==> src/rtl/mc_ctrl_pkg.sv <==
// rtl/mc_ctrl_pkg.sv - shared encodings for the multi-cycle MIPS control FSM
package mc_ctrl_pkg;

  typedef enum logic [3:0] {
    S_FETCH     = 4'd0,
    S_DECODE    = 4'd1,
    S_R_EXEC    = 4'd2,
    S_R_WB      = 4'd3,
    S_I_EXEC    = 4'd4,
    S_I_WB      = 4'd5,
    S_MEM_ADDR  = 4'd6,
    S_MEM_READ  = 4'd7,
    S_MEM_WB    = 4'd8,
    S_MEM_WRITE = 4'd9,
    S_BRANCH    = 4'd10,
    S_JUMP      = 4'd11,
    S_JAL       = 4'd12,
    S_JR        = 4'd13,
    S_TRAP      = 4'd14
  } state_e;

  typedef enum logic [2:0] {
    CLS_R, CLS_JR, CLS_MEM, CLS_BR, CLS_I, CLS_J, CLS_JAL, CLS_ILL
  } instr_class_e;

  localparam logic [5:0] OP_RTYPE = 6'b000000;
  localparam logic [5:0] OP_BLTZ  = 6'b000001;
  localparam logic [5:0] OP_J     = 6'b000010;
  localparam logic [5:0] OP_JAL   = 6'b000011;
  localparam logic [5:0] OP_BEQ   = 6'b000100;
  localparam logic [5:0] OP_BNE   = 6'b000101;
  localparam logic [5:0] OP_BLE   = 6'b000110;
  localparam logic [5:0] OP_ADDI  = 6'b001000;
  localparam logic [5:0] OP_SLTIU = 6'b001011;
  localparam logic [5:0] OP_ORI   = 6'b001101;
  localparam logic [5:0] OP_LI    = 6'b001111;
  localparam logic [5:0] OP_LW    = 6'b100011;
  localparam logic [5:0] OP_SW    = 6'b101011;
  localparam logic [5:0] FUNC_JR  = 6'b001000;

  localparam logic [3:0] ALU_ADD   = 4'b0000;
  localparam logic [3:0] ALU_BEQ   = 4'b0001;
  localparam logic [3:0] ALU_R     = 4'b0010;
  localparam logic [3:0] ALU_BNE   = 4'b0011;
  localparam logic [3:0] ALU_ORI   = 4'b0100;
  localparam logic [3:0] ALU_LW    = 4'b0101;
  localparam logic [3:0] ALU_SLTIU = 4'b0110;
  localparam logic [3:0] ALU_SW    = 4'b0111;
  localparam logic [3:0] ALU_BLE   = 4'b1000;
  localparam logic [3:0] ALU_JAL   = 4'b1001;
  localparam logic [3:0] ALU_BLTZ  = 4'b1010;

  localparam logic [1:0] PCS_ALU    = 2'd0;
  localparam logic [1:0] PCS_ALUOUT = 2'd1;
  localparam logic [1:0] PCS_JUMP   = 2'd2;
  localparam logic [1:0] PCS_REGA   = 2'd3;

  localparam logic [1:0] ASB_REGB  = 2'd0;
  localparam logic [1:0] ASB_FOUR  = 2'd1;
  localparam logic [1:0] ASB_IMM   = 2'd2;
  localparam logic [1:0] ASB_BRIMM = 2'd3;

  localparam logic [1:0] RD_RT = 2'd0;
  localparam logic [1:0] RD_RD = 2'd1;
  localparam logic [1:0] RD_RA = 2'd2;

  localparam logic [1:0] M2R_ALUOUT = 2'd0;
  localparam logic [1:0] M2R_MDR    = 2'd1;
  localparam logic [1:0] M2R_PC     = 2'd2;

  localparam logic [1:0] BT_BEQ  = 2'd0;
  localparam logic [1:0] BT_BLE  = 2'd1;
  localparam logic [1:0] BT_BLTZ = 2'd2;
  localparam logic [1:0] BT_BNE  = 2'd3;

endpackage

==> src/rtl/mc_ctrl_opdecode.sv <==
// rtl/mc_ctrl_opdecode.sv - maps opcode/func to instruction class, execute ALU op and branch type
module mc_ctrl_opdecode
  import mc_ctrl_pkg::*;
(
  input  logic [5:0]   op_i,
  input  logic [5:0]   func_i,
  output instr_class_e class_o,
  output logic [3:0]   alu_op_o,
  output logic [1:0]   branch_type_o,
  output logic         is_store_o,
  output logic         illegal_o
);

  always_comb begin
    class_o       = CLS_ILL;
    alu_op_o      = ALU_ADD;
    branch_type_o = BT_BEQ;
    is_store_o    = 1'b0;
    case (op_i)
      OP_RTYPE: begin
        if (func_i == FUNC_JR) begin
          class_o = CLS_JR;
        end else begin
          class_o  = CLS_R;
          alu_op_o = ALU_R;
        end
      end
      OP_LW: begin
        class_o  = CLS_MEM;
        alu_op_o = ALU_LW;
      end
      OP_SW: begin
        class_o    = CLS_MEM;
        alu_op_o   = ALU_SW;
        is_store_o = 1'b1;
      end
      OP_BEQ: begin
        class_o = CLS_BR;
        alu_op_o = ALU_BEQ;
        branch_type_o = BT_BEQ;
      end
      OP_BNE: begin
        class_o = CLS_BR;
        alu_op_o = ALU_BNE;
        branch_type_o = BT_BNE;
      end
      OP_BLE: begin
        class_o = CLS_BR;
        alu_op_o = ALU_BLE;
        branch_type_o = BT_BLE;
      end
      OP_BLTZ: begin
        class_o = CLS_BR;
        alu_op_o = ALU_BLTZ;
        branch_type_o = BT_BLTZ;
      end
      OP_ADDI, OP_LI: class_o = CLS_I;
      OP_SLTIU: begin
        class_o  = CLS_I;
        alu_op_o = ALU_SLTIU;
      end
      OP_ORI: begin
        class_o  = CLS_I;
        alu_op_o = ALU_ORI;
      end
      OP_J:    class_o = CLS_J;
      OP_JAL:  class_o = CLS_JAL;
      default: class_o = CLS_ILL;
    endcase
    illegal_o = (class_o == CLS_ILL);
  end

endmodule

==> src/rtl/multicycle_ctrl.sv <==
// rtl/multicycle_ctrl.sv - multi-cycle MIPS control FSM with memory-ready stall and trap
module multicycle_ctrl
  import mc_ctrl_pkg::*;
#(
  parameter int unsigned MEM_WAIT_MAX = 0,
  parameter int unsigned WAIT_W       = 8
) (
  input  logic       clk_i,
  input  logic       rst_i,
  input  logic [5:0] instr_op_i,
  input  logic [5:0] instr_func_i,
  input  logic       mem_ready_i,
  output logic       PCWrite_o,
  output logic       PCWriteCond_o,
  output logic       IorD_o,
  output logic       MemRead_o,
  output logic       MemWrite_o,
  output logic       IRWrite_o,
  output logic [1:0] MemtoReg_o,
  output logic [1:0] RegDst_o,
  output logic       RegWrite_o,
  output logic       ALUSrcA_o,
  output logic [1:0] ALUSrcB_o,
  output logic [3:0] ALU_op_o,
  output logic [1:0] PCSource_o,
  output logic [1:0] BranchType_o,
  output logic       instr_done_o,
  output logic       illegal_o,
  output logic [3:0] state_o
);

  state_e            state_q, state_d;
  logic [WAIT_W-1:0] wait_q, wait_d;
  logic [3:0]        alu_op_q, alu_op_d;
  logic [1:0]        bt_q, bt_d;
  logic              store_q, store_d;

  instr_class_e dec_class;
  logic [3:0]   dec_alu_op;
  logic [1:0]   dec_bt;
  logic         dec_store;
  logic         dec_illegal;

  mc_ctrl_opdecode u_opdecode (
    .op_i          (instr_op_i),
    .func_i        (instr_func_i),
    .class_o       (dec_class),
    .alu_op_o      (dec_alu_op),
    .branch_type_o (dec_bt),
    .is_store_o    (dec_store),
    .illegal_o     (dec_illegal)
  );

  logic mem_wait_st;
  logic wait_expired;

  assign mem_wait_st  = (state_q == S_FETCH) || (state_q == S_MEM_READ) || (state_q == S_MEM_WRITE);
  // Trap in the cycle where one more idle cycle would make the counter reach the limit.
  assign wait_expired = (MEM_WAIT_MAX != 0) && ((32'(wait_q) + 32'd1) >= MEM_WAIT_MAX);

  always_ff @(posedge clk_i or posedge rst_i) begin
    if (rst_i) begin
      state_q  <= S_FETCH;
      wait_q   <= '0;
      alu_op_q <= ALU_ADD;
      bt_q     <= BT_BEQ;
      store_q  <= 1'b0;
    end else begin
      state_q  <= state_d;
      wait_q   <= wait_d;
      alu_op_q <= alu_op_d;
      bt_q     <= bt_d;
      store_q  <= store_d;
    end
  end

  always_comb begin
    state_d  = state_q;
    alu_op_d = alu_op_q;
    bt_d     = bt_q;
    store_d  = store_q;
    wait_d   = '0;
    if (mem_wait_st && !mem_ready_i) begin
      wait_d = (&wait_q) ? wait_q : wait_q + 1'b1;
    end

    PCWrite_o     = 1'b0;
    PCWriteCond_o = 1'b0;
    IorD_o        = 1'b0;
    MemRead_o     = 1'b0;
    MemWrite_o    = 1'b0;
    IRWrite_o     = 1'b0;
    MemtoReg_o    = M2R_ALUOUT;
    RegDst_o      = RD_RT;
    RegWrite_o    = 1'b0;
    ALUSrcA_o     = 1'b0;
    ALUSrcB_o     = ASB_REGB;
    ALU_op_o      = ALU_ADD;
    PCSource_o    = PCS_ALU;
    BranchType_o  = BT_BEQ;
    instr_done_o  = 1'b0;

    case (state_q)
      S_FETCH: begin
        MemRead_o = 1'b1;
        ALUSrcB_o = ASB_FOUR;
        if (mem_ready_i) begin
          IRWrite_o = 1'b1;
          PCWrite_o = 1'b1;
          state_d   = S_DECODE;
        end else if (wait_expired) begin
          state_d = S_TRAP;
        end
      end
      S_DECODE: begin
        ALUSrcB_o = ASB_BRIMM;
        // Only place the opcode is looked at; later states use the latched copy.
        alu_op_d  = dec_alu_op;
        bt_d      = dec_bt;
        store_d   = dec_store;
        if (dec_illegal) begin
          state_d = S_TRAP;
        end else begin
          case (dec_class)
            CLS_R:   state_d = S_R_EXEC;
            CLS_JR:  state_d = S_JR;
            CLS_MEM: state_d = S_MEM_ADDR;
            CLS_BR:  state_d = S_BRANCH;
            CLS_I:   state_d = S_I_EXEC;
            CLS_J:   state_d = S_JUMP;
            CLS_JAL: state_d = S_JAL;
            default: state_d = S_TRAP;
          endcase
        end
      end
      S_R_EXEC: begin
        ALUSrcA_o = 1'b1;
        ALU_op_o  = ALU_R;
        state_d   = S_R_WB;
      end
      S_R_WB: begin
        RegDst_o     = RD_RD;
        RegWrite_o   = 1'b1;
        instr_done_o = 1'b1;
        state_d      = S_FETCH;
      end
      S_I_EXEC: begin
        ALUSrcA_o = 1'b1;
        ALUSrcB_o = ASB_IMM;
        ALU_op_o  = alu_op_q;
        state_d   = S_I_WB;
      end
      S_I_WB: begin
        RegWrite_o   = 1'b1;
        instr_done_o = 1'b1;
        state_d      = S_FETCH;
      end
      S_MEM_ADDR: begin
        ALUSrcA_o = 1'b1;
        ALUSrcB_o = ASB_IMM;
        ALU_op_o  = alu_op_q;
        state_d   = store_q ? S_MEM_WRITE : S_MEM_READ;
      end
      S_MEM_READ: begin
        MemRead_o = 1'b1;
        IorD_o    = 1'b1;
        if (mem_ready_i) begin
          state_d = S_MEM_WB;
        end else if (wait_expired) begin
          state_d = S_TRAP;
        end
      end
      S_MEM_WB: begin
        MemtoReg_o   = M2R_MDR;
        RegWrite_o   = 1'b1;
        instr_done_o = 1'b1;
        state_d      = S_FETCH;
      end
      S_MEM_WRITE: begin
        MemWrite_o = 1'b1;
        IorD_o     = 1'b1;
        if (mem_ready_i) begin
          instr_done_o = 1'b1;
          state_d      = S_FETCH;
        end else if (wait_expired) begin
          state_d = S_TRAP;
        end
      end
      S_BRANCH: begin
        ALUSrcA_o     = 1'b1;
        PCWriteCond_o = 1'b1;
        PCSource_o    = PCS_ALUOUT;
        ALU_op_o      = alu_op_q;
        BranchType_o  = bt_q;
        instr_done_o  = 1'b1;
        state_d       = S_FETCH;
      end
      S_JUMP: begin
        PCWrite_o    = 1'b1;
        PCSource_o   = PCS_JUMP;
        instr_done_o = 1'b1;
        state_d      = S_FETCH;
      end
      S_JAL: begin
        PCWrite_o    = 1'b1;
        PCSource_o   = PCS_JUMP;
        RegWrite_o   = 1'b1;
        RegDst_o     = RD_RA;
        MemtoReg_o   = M2R_PC;
        ALU_op_o     = ALU_JAL;
        instr_done_o = 1'b1;
        state_d      = S_FETCH;
      end
      S_JR: begin
        PCWrite_o    = 1'b1;
        PCSource_o   = PCS_REGA;
        instr_done_o = 1'b1;
        state_d      = S_FETCH;
      end
      S_TRAP:  state_d = S_TRAP;
      default: state_d = S_TRAP;
    endcase

    // Reset must cut every write immediately, even mid-cycle.
    if (rst_i) begin
      PCWrite_o     = 1'b0;
      PCWriteCond_o = 1'b0;
      IorD_o        = 1'b0;
      MemRead_o     = 1'b0;
      MemWrite_o    = 1'b0;
      IRWrite_o     = 1'b0;
      MemtoReg_o    = M2R_ALUOUT;
      RegDst_o      = RD_RT;
      RegWrite_o    = 1'b0;
      ALUSrcA_o     = 1'b0;
      ALUSrcB_o     = ASB_REGB;
      ALU_op_o      = ALU_ADD;
      PCSource_o    = PCS_ALU;
      BranchType_o  = BT_BEQ;
      instr_done_o  = 1'b0;
    end
  end

  assign illegal_o = (state_q == S_TRAP);
  assign state_o   = state_q;

endmodule

==> config.mk <==
export PLATFORM = sky130hd
export DESIGN_NAME = multicycle_ctrl
export DESIGN_NICKNAME = d
export VERILOG_FILES = /design/src/rtl/mc_ctrl_pkg.sv /design/src/rtl/mc_ctrl_opdecode.sv /design/src/rtl/multicycle_ctrl.sv
export SDC_FILE = /design/constraint.sdc
export NUM_CORES = 1
export LEC_CHECK = 0
export BUFFER_PORTS_ARGS = -buffer_cell sky130_fd_sc_hd__buf_2
export CAP_MARGIN = 20
export CORE_MARGIN = 2
export CORE_UTILIZATION = 50
export CTS_CLUSTER_SIZE = 24
export DETAILED_ROUTE_END_ITERATION = 7
export PLACE_DENSITY = 0.76
export SYNTH_ARGS = -nofsm -noshare
export SYNTH_HDL_FRONTEND = slang
export SYNTH_SLANG_ARGS = --single-unit
export TNS_END_PERCENT = 5
==> constraint.sdc <==
create_clock -name clk_i -period 1.9 [get_ports clk_i]
set_clock_uncertainty 0.1 [all_clocks]
set_input_delay 0.19 -clock clk_i [delete_from_list [all_inputs] [get_ports clk_i]]
set_output_delay 0.19 -clock clk_i [all_outputs]
set_load 0.03 [all_outputs]
==> impl_metrics.json <==
{
  "status": "finished, final reports clean",
  "tns_ns": 0,
  "wl_um": 3590,
  "die_y_um": 54.7,
  "drt_iter0_markers": 19,
  "die_area_um2": 2990,
  "syn_inst": 193,
  "core_um2": 2450,
  "async_flop_share_pct": 100,
  "hold_path_class": "in -> reg",
  "syn_area_um2": 1280,
  "post-synth-top-area-fraction_pct": 21.4,
  "min_period_over_period_pct": 98.2,
  "leakage_nw": 0.759,
  "p_total_mw": 2.12,
  "cts-root-buf": "clkbuf_4",
  "seq_area_frac_synth_pct": 21.4,
  "synthTopCellsByCount": "nor2_1 (25), a21oi_1 (18), nand2_1 (18)",
  "placementRows": 18,
  "power_density_nw_per_um2": 1250,
  "final_util_pct": 69.1,
  "worst_pin_slew_ns": 0.456,
  "rsz0062_at_grt": "true",
  "portBuffers": 42,
  "yosysWarnings": 0,
  "dr.pass1.iters": 4,
  "gp_congestion": 0.939,
  "synth_largest_area_cell": "dfrtp_1",
  "drc": 0,
  "place_hpwl_um": 2740,
  "overflow": 0,
  "drive_gt1_share_pct": 35.9,
  "setup_viol": 0,
  "grt_pass1_vias": 1274,
  "crit_type": "in -> out",
  "postRouteAntennaNets": 0,
  "grt_max_degree": 15,
  "finalNonFillerCells": 264,
  "clk_latency_ns": 0.27,
  "cts_tree": "yes",
  "die_w_um": 54.7,
  "synth_edf_count": 0,
  "path_clk_slew_ns": 0.06,
  "arrival_ns": 1.57,
  "cts_max_level": 1,
  "io_pins": 43,
  "finalHoldViolCount": 0,
  "slew_headroom_pct": 69.2,
  "maxSlewViolCount": 0,
  "fin_crit_ns": 1.86,
  "synth.distinct_cells": 42,
  "synth_seq_cells": 11,
  "critPathCaptureType": "output port",
  "cap_violations": 0,
  "avgSynthCellArea_um2": 6.65,
  "antenna_found_initial": 0,
  "nNetsFinal": 250,
  "clock-sinks": 11,
  "ys_top_cells_by_area": "dfrtp_1 (21%), nor2_1 (7.3%), a21oi_1 (7.0%)",
  "track_usage_pct": 25.4,
  "yosysMostFrequentCell": "nor2_1",
  "cp_data_required_time_ns": 1.61,
  "clock.fmax_ghz": 0.536,
  "start_util_pct": 52.3,
  "dp.cells": 258,
  "num_vias": 1533,
  "fin_ws_ns": 0.0350,
  "area_growth_pct": 32.1,
  "cts_buffers": 3,
  "avgRoutedWirePerCell_um": 13.6,
  "critPathLaunchType": "input pin",
  "ys.flop_type": "dfrtp_1",
  "critPathMaxFanout": 12,
  "fill_cells": 219,
  "ir_drop_mv": 1.05,
  "grt_pass1_wl_um": 5560,
  "antennaDiodeCount": 0,
  "viasPerCell": 5.81,
  "syn-num-nets": 208,
  "dpl_worst_slack_ns": 0.161,
  "clock_path_buffers": 2
}
==> critical path, cell delays in order <==
cell,delay (ns)
dlygate4sd3_1,0.53
buf_2,0.15
buf_4,0.21
nor4b_2,0.29
buf_4,0.21
==> placed cells by master, fill, tap and decap left out, types with 3 or more instances in the layout <==
master and instances:
buf_2 37, nor2_1 24, nand2_1 18, a21oi_1 16
o21ai_0 16, buf_4 16, nand2b_1 13, dfrtp_1 7
inv_1 6, nor2b_1 5, and3_1 5, o21ai_1 4
clkbuf_4 4, dfrtp_2 4, nor3_1 3, and2_1 3
nor3_2 3, a32oi_1 3, nor3_4 3
==> worst paths after layout <==
| kind | to | cells past startpoint | start | slack (ns) |
|---|---|---|---|---|
| max reg2reg | state_o[1]$_DFFE_PP0P_ | 6 | state_o[3]$_DFFE_PP0P_ | 0.22 |
| min reg2reg | bt_q[0]$_DFFE_PP0P_ | 2 | bt_q[0]$_DFFE_PP0P_ | 0.38 |
| max in group asynchronous | state_o[3]$_DFFE_PP0P_ | 4 | rst_i | 1.11 |
| min | bt_q[1]$_DFFE_PP0P_ | 3 | instr_op_i[0] | 0.17 |
| max | RegDst_o[0] | 5 | rst_i | 0.04 |
| min in group asynchronous | bt_q[1]$_DFFE_PP0P_ | 4 | rst_i | 0.43 |
==> power breakdown <==
| group | switching [mW] | internal [mW] |
|---|---|---|
| Combinational | 0.947 | 0.582 |
| Clock | 0.0780 | 0.0816 |
| Sequential | 0.108 | 0.320 |
| Total | 1.13 | 0.983 |
==> logic make-up after synthesis <==
group / after synthesis / share of synthesized area [%]
DFF: 11 / 21.4
xor gates and xnor gates: 1 / 0.682
AOI/OAI and AO/OA: 56 / 28.0
buffers and inverters: 25 / 8.38
and+or+nand+nor: 99 / 40.4
muxes: 1 / 1.17
==> area by class of cell <==
class	count	area, um^2	share of cell area (%)
Multi-Input combinational cell	157	995	58.7
Timing Repair Buffer	56	334	19.7
Sequential cell	11	280	16.5
Tap cell	30	37.5	2.21
Clock buffer	4	26.3	1.55
Inverter	6	22.5	1.33
==> metrics by stage <==
| stage | cell area (um^2) | hold slack (ns) |
|---|---|---|
| after CTS | 1660 | 0.163 |
| after global routing | 1700 | 0.207 |
| after floorplan | 1360 | -0.0441 |
| after global placement | 1610 | 0.167 |
| after detailed placement | 1610 | 0.163 |
| final | 1700 | 0.170 |
==> sequential cells by signal (all words and copies together), names as in the netlist <==
register,count
alu_op_q,4
store_q,1
state_o,4
bt_q,2
==> layer usage <==
metal | vias to the layer above | wire, um | global-route usage (%)
met4 | 0 | 118 | 15.8
met1 | 699 | 1570 | 32.5
met3 | 11 | 168 | 2.19
met5 | - | 0 | 0
li1 | 763 | - | -
met2 | 60 | 1730 | 40.9
==> what timing repair did <==
| action | in CTS | in global routing |
|---|---|---|
| endpoints found under the setup margin | 6 | 13 |
| hold endpoints to repair | 11 | 0 |
| resized for setup | 5 | 12 |
| hold buffers | 1 | 0 |
| buffers inserted | 0 | 1 |
(Power assumes the default switching activity.)
